File: config.mk
export PLATFORM = sky130hd
export DESIGN_NAME = fea_sequencer
export DESIGN_NICKNAME = d
export VERILOG_FILES = /design/src/rtl/fea_pkg.sv /design/src/rtl/fea_step_timer.sv /design/src/rtl/fea_sequencer.sv
export SDC_FILE = /design/constraint.sdc
export NUM_CORES = 1
export LEC_CHECK = 0
export ABC_AREA = 1
export CAP_MARGIN = 25
export CORE_UTILIZATION = 24
export DETAILED_ROUTE_END_ITERATION = 16
export GPL_TIMING_DRIVEN = 0
export SLEW_MARGIN = 25
export SYNTH_ARGS = -nofsm -noshare
export SYNTH_HDL_FRONTEND = slang
export SYNTH_SLANG_ARGS = --single-unit
File: constraint.sdc
create_clock -name clk -period 2.75 [get_ports clk]
set_input_delay 0.4125 -clock clk [delete_from_list [all_inputs] [get_ports clk]]
set_output_delay 0.4125 -clock clk [all_outputs]
set_load 0.01 [all_outputs]
File: src/rtl/fea_pkg.sv
// Shared definitions for the FEA node-chain sequencer: command codes,
// sequencer state type and small width helpers.
package fea_pkg;

    // Node command encodings (codes 4..7 are reserved)
    localparam logic [2:0] CMD_NOP      = 3'd0;
    localparam logic [2:0] CMD_SET_NODE = 3'd1;
    localparam logic [2:0] CMD_CALC     = 3'd2;
    localparam logic [2:0] CMD_UPDATE   = 3'd3;

    // Sequencer states
    typedef enum logic [2:0] {
        IDLE   = 3'd0,
        LOAD   = 3'd1,
        CALC   = 3'd2,
        UPDATE = 3'd3,
        FINISH = 3'd4
    } fea_state_t;

    // Counter width able to index 0..n-1, never narrower than one bit
    function automatic int unsigned idx_width(input int unsigned n);
        return (n > 1) ? $clog2(n) : 1;
    endfunction

endpackage

File: src/rtl/fea_step_timer.sv
// Settle counter plus completed-timestep counter for the FEA sequencer.
// Flags the last CALC cycle of a timestep and the UPDATE that ends the run.
module fea_step_timer
    import fea_pkg::*;
#(
    parameter int unsigned ITER_W        = 16,
    parameter int unsigned SETTLE_CYCLES = 2
) (
    input  logic              clk,
    input  logic              rst_n,
    input  logic              i_clear,       // accepted start: restart both counters
    input  logic              i_calc,        // a CALC edge is being issued
    input  logic              i_update,      // an UPDATE edge is being issued
    input  logic [ITER_W-1:0] i_num_steps,   // latched timestep target
    output logic              o_settle_last, // this CALC edge is the last of the timestep
    output logic              o_step_term,   // this UPDATE completes the run
    output logic [ITER_W-1:0] o_step_count
);

    localparam int unsigned SET_W = idx_width(SETTLE_CYCLES);

    logic [SET_W-1:0]  r_settle;
    logic [ITER_W-1:0] r_step;
    logic [ITER_W-1:0] w_step_next;

    assign w_step_next   = r_step + ITER_W'(1);
    assign o_settle_last = (r_settle == SET_W'(SETTLE_CYCLES - 1));
    // Exact-width equality on the incremented value, so a target of all ones
    // is reached before the counter could wrap
    assign o_step_term   = (w_step_next == i_num_steps);
    assign o_step_count  = r_step;

    // Settle counter advances per CALC edge; step counter per UPDATE edge
    always_ff @(posedge clk or negedge rst_n) begin
        if (!rst_n) begin
            r_settle <= '0;
            r_step   <= '0;
        end else if (i_clear) begin
            r_settle <= '0;
            r_step   <= '0;
        end else if (i_update) begin
            r_settle <= '0;
            r_step   <= w_step_next;
        end else if (i_calc && !o_settle_last) begin
            r_settle <= r_settle + SET_W'(1);
        end
    end

endmodule

File: src/rtl/fea_sequencer.sv
// Sequencer for a chain of FEA node datapaths: loads one initial value per
// node, then runs the requested number of CALC/UPDATE timesteps.
module fea_sequencer
    import fea_pkg::*;
#(
    parameter int unsigned NUM_NODES     = 3,
    parameter int unsigned WIDTH         = 32,
    parameter int unsigned ITER_W        = 16,
    parameter int unsigned SETTLE_CYCLES = 2
) (
    input  logic                 clk,
    input  logic                 rst_n,
    input  logic                 start,
    input  logic                 abort,
    input  logic [ITER_W-1:0]    num_steps,
    input  logic [WIDTH-1:0]     init_data,
    input  logic                 init_valid,
    output logic                 init_ready,
    output logic [2:0]           command,
    output logic [WIDTH-1:0]     set_val,
    output logic [NUM_NODES-1:0] node_en,
    output logic [ITER_W-1:0]    step_count,
    output logic                 busy,
    output logic                 done
);

    localparam int unsigned IDX_W = idx_width(NUM_NODES);

    fea_state_t           r_state;
    logic [IDX_W-1:0]     r_idx;
    logic [ITER_W-1:0]    r_num_steps;
    logic [2:0]           r_command;
    logic [WIDTH-1:0]     r_set_val;
    logic [NUM_NODES-1:0] r_node_en;
    logic                 r_done;

    logic w_clear;
    logic w_calc;
    logic w_update;
    logic w_settle_last;
    logic w_step_term;
    logic w_beat;
    logic w_last_node;

    assign init_ready  = (r_state == LOAD) && !abort;
    assign busy        = (r_state != IDLE);
    assign w_beat      = init_valid && init_ready;
    assign w_last_node = (r_idx == IDX_W'(NUM_NODES - 1));

    assign w_clear  = (r_state == IDLE) && start;
    assign w_calc   = (r_state == CALC) && !abort;
    assign w_update = (r_state == UPDATE) && !abort;

    assign command = r_command;
    assign set_val = r_set_val;
    assign node_en = r_node_en;
    assign done    = r_done;

    fea_step_timer #(
        .ITER_W        (ITER_W),
        .SETTLE_CYCLES (SETTLE_CYCLES)
    ) u_timer (
        .clk           (clk),
        .rst_n         (rst_n),
        .i_clear       (w_clear),
        .i_calc        (w_calc),
        .i_update      (w_update),
        .i_num_steps   (r_num_steps),
        .o_settle_last (w_settle_last),
        .o_step_term   (w_step_term),
        .o_step_count  (step_count)
    );

    // Run FSM with registered command, set_val, node_en and done outputs
    always_ff @(posedge clk or negedge rst_n) begin
        if (!rst_n) begin
            r_state     <= IDLE;
            r_idx       <= '0;
            r_num_steps <= '0;
            r_command   <= CMD_NOP;
            r_set_val   <= '0;
            r_node_en   <= '0;
            r_done      <= 1'b0;
        end else begin
            r_done <= 1'b0;
            if (r_state != IDLE && abort) begin
                // Abort outranks every other transition; step_count holds
                r_state   <= IDLE;
                r_command <= CMD_NOP;
                r_node_en <= '0;
            end else begin
                case (r_state)
                    IDLE: begin
                        r_command <= CMD_NOP;
                        r_node_en <= '0;
                        if (start) begin
                            r_num_steps <= num_steps;
                            r_idx       <= '0;
                            r_state     <= LOAD;
                        end
                    end
                    LOAD: begin
                        if (w_beat) begin
                            r_command <= CMD_SET_NODE;
                            r_set_val <= init_data;
                            r_node_en <= NUM_NODES'(1) << r_idx;
                            if (w_last_node) begin
                                r_idx   <= '0;
                                r_state <= (r_num_steps == '0) ? FINISH : CALC;
                            end else begin
                                r_idx <= r_idx + IDX_W'(1);
                            end
                        end else begin
                            r_command <= CMD_NOP;
                            r_node_en <= '0;
                        end
                    end
                    CALC: begin
                        r_command <= CMD_CALC;
                        r_node_en <= '1;
                        if (w_settle_last) begin
                            r_state <= UPDATE;
                        end
                    end
                    UPDATE: begin
                        r_command <= CMD_UPDATE;
                        r_node_en <= '1;
                        r_state   <= w_step_term ? FINISH : CALC;
                    end
                    FINISH: begin
                        r_done    <= 1'b1;
                        r_command <= CMD_NOP;
                        r_node_en <= '0;
                        r_state   <= IDLE;
                    end
                    default: begin
                        r_command <= CMD_NOP;
                        r_node_en <= '0;
                        r_state   <= IDLE;
                    end
                endcase
            end
        end
    end

endmodule

==> impl_metrics.json, run 1 <==
{
  "ir_drop_mv": 0.464,
  "worst_r2r_startpoint": "u_timer.o_step_count[0]",
  "grt_overflow": 0,
  "syn_inst": 470,
  "die_x_um": 126,
  "grt_use_total_pct": 14.4,
  "worstSetupStartpointType": "register",
  "grt_use_met1_pct": 16.4,
  "fin_setup_tns_ns": 0,
  "finalWorstPathRequiredPeriod_ns": 2.26,
  "yosysTopAreaCellShare_pct": 51.5,
  "synth_fp_nets": 524,
  "ctsHoldBuffers": 0,
  "setup_ws_ns": 0.493,
  "cts_tree": "done",
  "maxCapViolations": 0,
  "syn-cell-area_um2": 3700,
  "outcome": "completed",
  "synth_ff_type": "dfrtp_1",
  "seq_area_frac_synth_pct": 51.5,
  "met2_usage_pct": 24.4,
  "ys_top_cells_by_area": "dfrtp_1, nand2_1, nand3_1, inv_1, nor2_1",
  "placedCellCount": 763,
  "hold_path_class": "input pin to async pin",
  "firstDrtPassIters": 5,
  "clkSinkCount": 76,
  "dpl_cell_area_um2": 5020,
  "coreArea_um2": 14800,
  "setup_viol": 0,
  "postCtsSetupRepairBufs": 0,
  "max_slew_margin_pct": 57.4,
  "critical_path_class": "register to output port",
  "crit_path_frequent_cell": "inv_1",
  "clk_path_buf_depth": 2,
  "async_flop_share_pct": 100,
  "drt-total-wl_um": 10800,
  "setup.worst_path.start": "r_state[0]",
  "use_met3_pct": 6.29,
  "layout-drive-gt1-share_pct": 7.58,
  "power_density_nw_per_um2": 899,
  "drv_slew": 0,
  "fin_crit_sh_pct": 82.1,
  "htreeDepth": 3,
  "skew_ns": 0.00663,
  "final_hold_viol_count": 0,
  "worst_pin_slew_ns": 0.639,
  "cp_max_fo": 5,
  "antenna_found_initial": 0,
  "p_leak_nw": 2.49,
  "cts_root_buffer": "clkbuf_16",
  "fin_area_um2": 5310,
  "numCtsBuffers": 9,
  "wl_per_cell_um": 13.9,
  "grt_pass1_wl_um": 17900,
  "row_count": 44,
  "grt_pass1_vias": 3621,
  "ioPinCount": 110,
  "max_freq_mhz": 443,
  "grt_start_max_net_pins": 47,
  "fin_cells": 778,
  "rsz0062_at_grt": "no",
  "cp_cell_sequence": "inv_1 -> nor3_4 -> nand2_1 -> inv_1 -> clkdlybuf4s50_1",
  "synth_cell_types": 32,
  "crit_arrival_ns": 1.84,
  "clk_pin_slew_ns": 0.06,
  "crit_required_ns": 2.34,
  "fin_nets": 644,
  "dieArea_um2": 15900,
  "dp_hpwl_um": 8060,
  "n_antenna_cell": 0,
  "critPathCaptureType": "output port",
  "fp.dieH_um": 126,
  "post_cts_resized": 0,
  "nFillCells": 1523,
  "synth_edf_count": 0,
  "syn2layout_area_growth_pct": 43.8,
  "gp_congestion": 0.882,
  "dp_slack_ns": 0.582,
  "ant_nets": 0,
  "avgSynthCellArea_um2": 7.86,
  "grt_busiest_layer": "met2",
  "vias": 3538,
  "synth_top_area_cell": "dfrtp_1",
  "crit_slowest_cell": "clkdlybuf4s50_1",
  "drc": 0,
  "drt_iter0_markers": 219,
  "via_per_inst": 4.55,
  "hold_ws_ns": 0.0883,
  "total_power_mw": 4.78,
  "yosys_warnings": 0,
  "postSynthRegisterBits": 76,
  "port_buffers": 108,
  "critPathMaxStageDelay_ns": 0.53,
  "clk_latency_ns": 0.34,
  "final_util_pct": 36.0,
  "initial_utilization_pct": 25.1
}
-- cell usage after synthesis, types with 2 or more instances --
library cell,count
a21oi_1,21
buf_2,7
buf_4,2
clkbuf_1,3
dfrtp_1,76
inv_1,47
inv_2,2
nand2_1,177
nand2_2,4
nand3_1,36
nand4_1,11
nor2_1,38
nor2_2,5
nor2_4,4
nor4_1,3
o21ai_0,8
o22ai_1,10
xor2_1,2
-- critical path, delay by kind of cell, from the launching register on --
family / cells / cell delay (ns)
buffers and inverters: 3 / 0.73
AND/OR/NAND/NOR: 2 / 0.37
flip-flops: 1 / 0.40
-- area by class of cell --
type | count | area (um^2) | share of cell area, %
Clock buffer | 14 | 284 | 5.34
Sequential cell | 76 | 1900 | 35.8
Timing Repair Buffer | 109 | 1100 | 20.7
Tap cell | 184 | 230 | 4.33
Inverter | 49 | 184 | 3.46
Multi-Input combinational cell | 333 | 1550 | 29.2
Clock inverter | 1 | 5.00 | 0.0942
Buffer | 12 | 61.3 | 1.15
-- flip-flops by register name, indices dropped and copies added, names as in the netlist --
name,flops
command,2
u_timer.o_settle_last,1
r_idx,2
r_state,3
done,1
node_en,3
r_num_steps,16
u_timer.o_step_count,16
set_val,32
-- report_power, final --
| group | switching (mW) | internal, mW |
|---|---|---|
| clock network | 0.459 | 0.704 |
| logic | 0.945 | 0.874 |
| registers | 0.271 | 1.52 |
-- layer usage --
layer	vias up	share of wire, %
met4	0	1.1
met1	1632	42
met3	18	9.3
met2	153	48
met5	-	0
li1	1735	-
-- kinds of logic (layout without fill, tap and decap cells) --
| group | after synthesis | after routing | share of synthesized area, % |
|---|---|---|---|
| XOR/XNOR | 4 | 4 | 1.32 |
| flip-flops | 76 | 76 | 51.5 |
| AO/OA/AOI/OAI | 44 | 44 | 6.60 |
| AND/OR/NAND/NOR | 282 | 282 | 33.2 |
| other | 1 | 1 | 0.101 |
| adder cells (fa/ha/maj) | 1 | 1 | 0.338 |
| buffers and inverters | 61 | 185 | 6.63 |
| multiplexers | 1 | 1 | 0.305 |
-- path summary, 6_finish.rpt --
kind	end	depth (start not counted)	slack [ns]
worst max register to register	r_state[1]	12	0.58
worst min register to register	set_val[13]	2	0.47
min in group clk	set_val[13]	2	0.47
worst max-delay path	init_ready	5	0.49
worst min-delay path	u_timer.o_step_count[4]	1	0.09
max in group asynchronous	set_val[1]	2	2.06
-- cell usage in the layout, fill, tap and decap left out, types with 2 or more instances in the layout --
cell type          n
nor4_1             3
clkdlybuf4s50_1  107
o22ai_1           10
clkbuf_1           4
xor2_1             2
dfrtp_1           76
nor2_4             4
clkbuf_16          9
nand2_2            4
nor2_2             5
inv_1             47
o21ai_0            8
nand3_1           36
nor2_1            38
inv_2              2
clkbuf_8           4
nand4_1           11
buf_2              7
nand2_1          177
a21oi_1           21
buf_4              3
No activity file was read; power rests on OpenSTA's default activity.
==> run 2: changes to the inputs <==
- clock period: 2.75 -> 1.9 ns (I/O delays scaled with it)
==> impl_metrics.json, run 2 (synthesis gave the netlist of run 1 again) <==
{
  "outcome": "completed",
  "grt_overflow": 0,
  "placedCellCount": 763,
  "endpoint": "r_state[2]",
  "wl_met1_um": 4650,
  "skew_ns": 0.00556,
  "ant_nets": 0,
  "reg2reg_depth": 11,
  "worst_pin_slew_ns": 0.634,
  "fin_nets": 658,
  "drv_slew": 0,
  "wl_met2_um": 5510,
  "regArea_um2": 1910,
  "critical_path_class": "register to register",
  "largest_register_ffs": 32,
  "port_buffers": 108,
  "critical_path.top_delay_family": "simple AND/OR/NAND/NOR gates",
  "antenna_found_initial": 0,
  "r2r_end": "r_state[2]",
  "n_antenna_cell": 0,
  "final_hold_viol_count": 0,
  "drt-total-wl_um": 11200,
  "coreArea_um2": 14800,
  "grt_start_max_net_pins": 47,
  "rsz0062_at_grt": "yes",
  "layout-drive-gt1-share_pct": 13.3,
  "dp_slack_ns": -0.235,
  "worstSetupStartpointType": "register",
  "die_x_um": 126,
  "grt_pass1_vias": 3678,
  "grt_pass1_wl_um": 18100,
  "rrSetupSlack_ns": 0.05,
  "cp.depth": 11,
  "critPathCaptureType": "register",
  "initial_utilization_pct": 25.1,
  "critPathMaxStageDelay_ns": 0.41,
  "final_cell_mix": "nand2_1, clkdlybuf4s50_1, dfrtp_1, inv_1, nand3_1",
  "ioPinCount": 110,
  "p_leak_nw": 2.60,
  "gp_congestion": 0.882,
  "fin_crit_sh_pct": 97.6,
  "clk_latency_ns": 0.34,
  "vias": 3596,
  "drt_iter0_markers": 216,
  "cp_num_buf_inv": 0,
  "row_count": 44,
  "wl_per_cell_um": 14.1,
  "setup_viol": 0,
  "via_per_inst": 4.54,
  "maxCapViolations": 0,
  "total_power_mw": 7.15,
  "hold_path_class": "register to register",
  "cp_max_fo": 6,
  "multi_input_area_um2": 1640,
  "max_freq_mhz": 540,
  "cts_root_buffer": "clkbuf_16",
  "power_density_nw_per_um2": 1290,
  "crit_arrival_ns": 2.12,
  "setup_ws_ns": 0.0464,
  "cts_tree": "done",
  "worst_r2r_startpoint": "u_timer.o_step_count[0]",
  "fin_cells": 792,
  "cp_cell_sequence": "ha_4 -> nand2_2 -> nor2_4 -> nand2_1 -> nand3_1 -> nand3_1 -> nor2_2 -> nand2_1 -> nor2_2 -> nand4_1 -> a21oi_2",
  "max_slew_margin_pct": 57.7,
  "nFillCells": 1520,
  "crit_required_ns": 2.17,
  "syn2layout_area_growth_pct": 49.5,
  "dp_hpwl_um": 8060,
  "firstDrtPassIters": 5,
  "finalWorstPathRequiredPeriod_ns": 1.85,
  "grt_use_total_pct": 14.6,
  "setup.worst_path.start": "u_timer.o_step_count[0]",
  "drc": 0,
  "clk_pin_slew_ns": 0.06,
  "layout_commonest_cell": "nand2_1",
  "fp.dieH_um": 126,
  "maxUsedRoutingLayer": "met4",
  "numCtsBuffers": 9,
  "dieArea_um2": 15900,
  "crit_slowest_cell": "dfrtp_2",
  "clk_path_buf_depth": 2,
  "clkSinkCount": 76,
  "ir_drop_mv": 0.673,
  "htreeDepth": 3,
  "wl_met3_um": 948
}
[run 2: timing repair]
action                     in CTS  in global routing
gates cloned                    0                  0
setup endpoints to repair       5                 14
pin swaps                       3                 14
hold buffers                    1                  0
gates resized for setup         6                 27
hold endpoints to repair       45                  0
buffers inserted                6                  7
[run 2: area by class of cell]
class / instances / area share, %
multi-input cells: 333 / 29.7
clock buffers: 14 / 5.14
repair buffers: 123 / 21.9
well taps: 184 / 4.17
plain buffers: 12 / 1.13
inverters: 49 / 3.33
flip-flops and latches: 76 / 34.5
clock inverters: 1 / 0.0906
[run 2: how the worst min path moves through the flow]
stage	startpoint	endpoint	cells after the start
3_5_place_dp	rst_n	u_timer.o_step_count[4]	1
3_3_place_gp	set_val[11]	set_val[11]	2
4_1_cts	init_data[11]	set_val[11]	3
2_1_floorplan	rst_n	command[0]	0
5_1_grt	init_data[26]	set_val[26]	3
6_report	set_val[13]	set_val[13]	2
[run 2: through the flow]
stage / TNS (ns) / hold WS, ns / area [um^2] / util, %
after floorplan: 0 / -0.0106 / 3700 / -
after global placement: -169.90 / 0.455 / 5010 / 33.9
after detailed placement: -0.480 / 0.351 / 5020 / 34.1
after CTS: 0 / 0.461 / 5380 / 36.4
after global routing: -0.126 / 0.481 / 5530 / 37.4
final: 0 / 0.471 / 5530 / 37.4
[run 2: per-layer routing]
metal / global-route usage [%] / vias to the layer above
li1: - / 1764
met1: 16.6 / 1693
met2: 24.4 / 131
met3: 6.37 / 8
met4: 4.89 / 0
met5: 0 / -
[run 2: worst register-to-register path, stage by stage (launching register included)]
cell and delay, ns:
dfrtp_2 0.41, ha_4 0.17, nand2_2 0.08, nor2_4 0.20, nand2_1 0.10, nand3_1 0.08, nand3_1 0.09, nor2_2 0.11
nand2_1 0.08, nor2_2 0.17, nand4_1 0.13, a21oi_2 0.15
[run 2: power breakdown]
group / internal [mW] / switching [mW] / total [mW]
clock: 1.02 / 0.661 / 1.68
sequential: 2.21 / 0.384 / 2.60
combinational: 1.40 / 1.48 / 2.88
total: 4.63 / 2.52 / 7.15
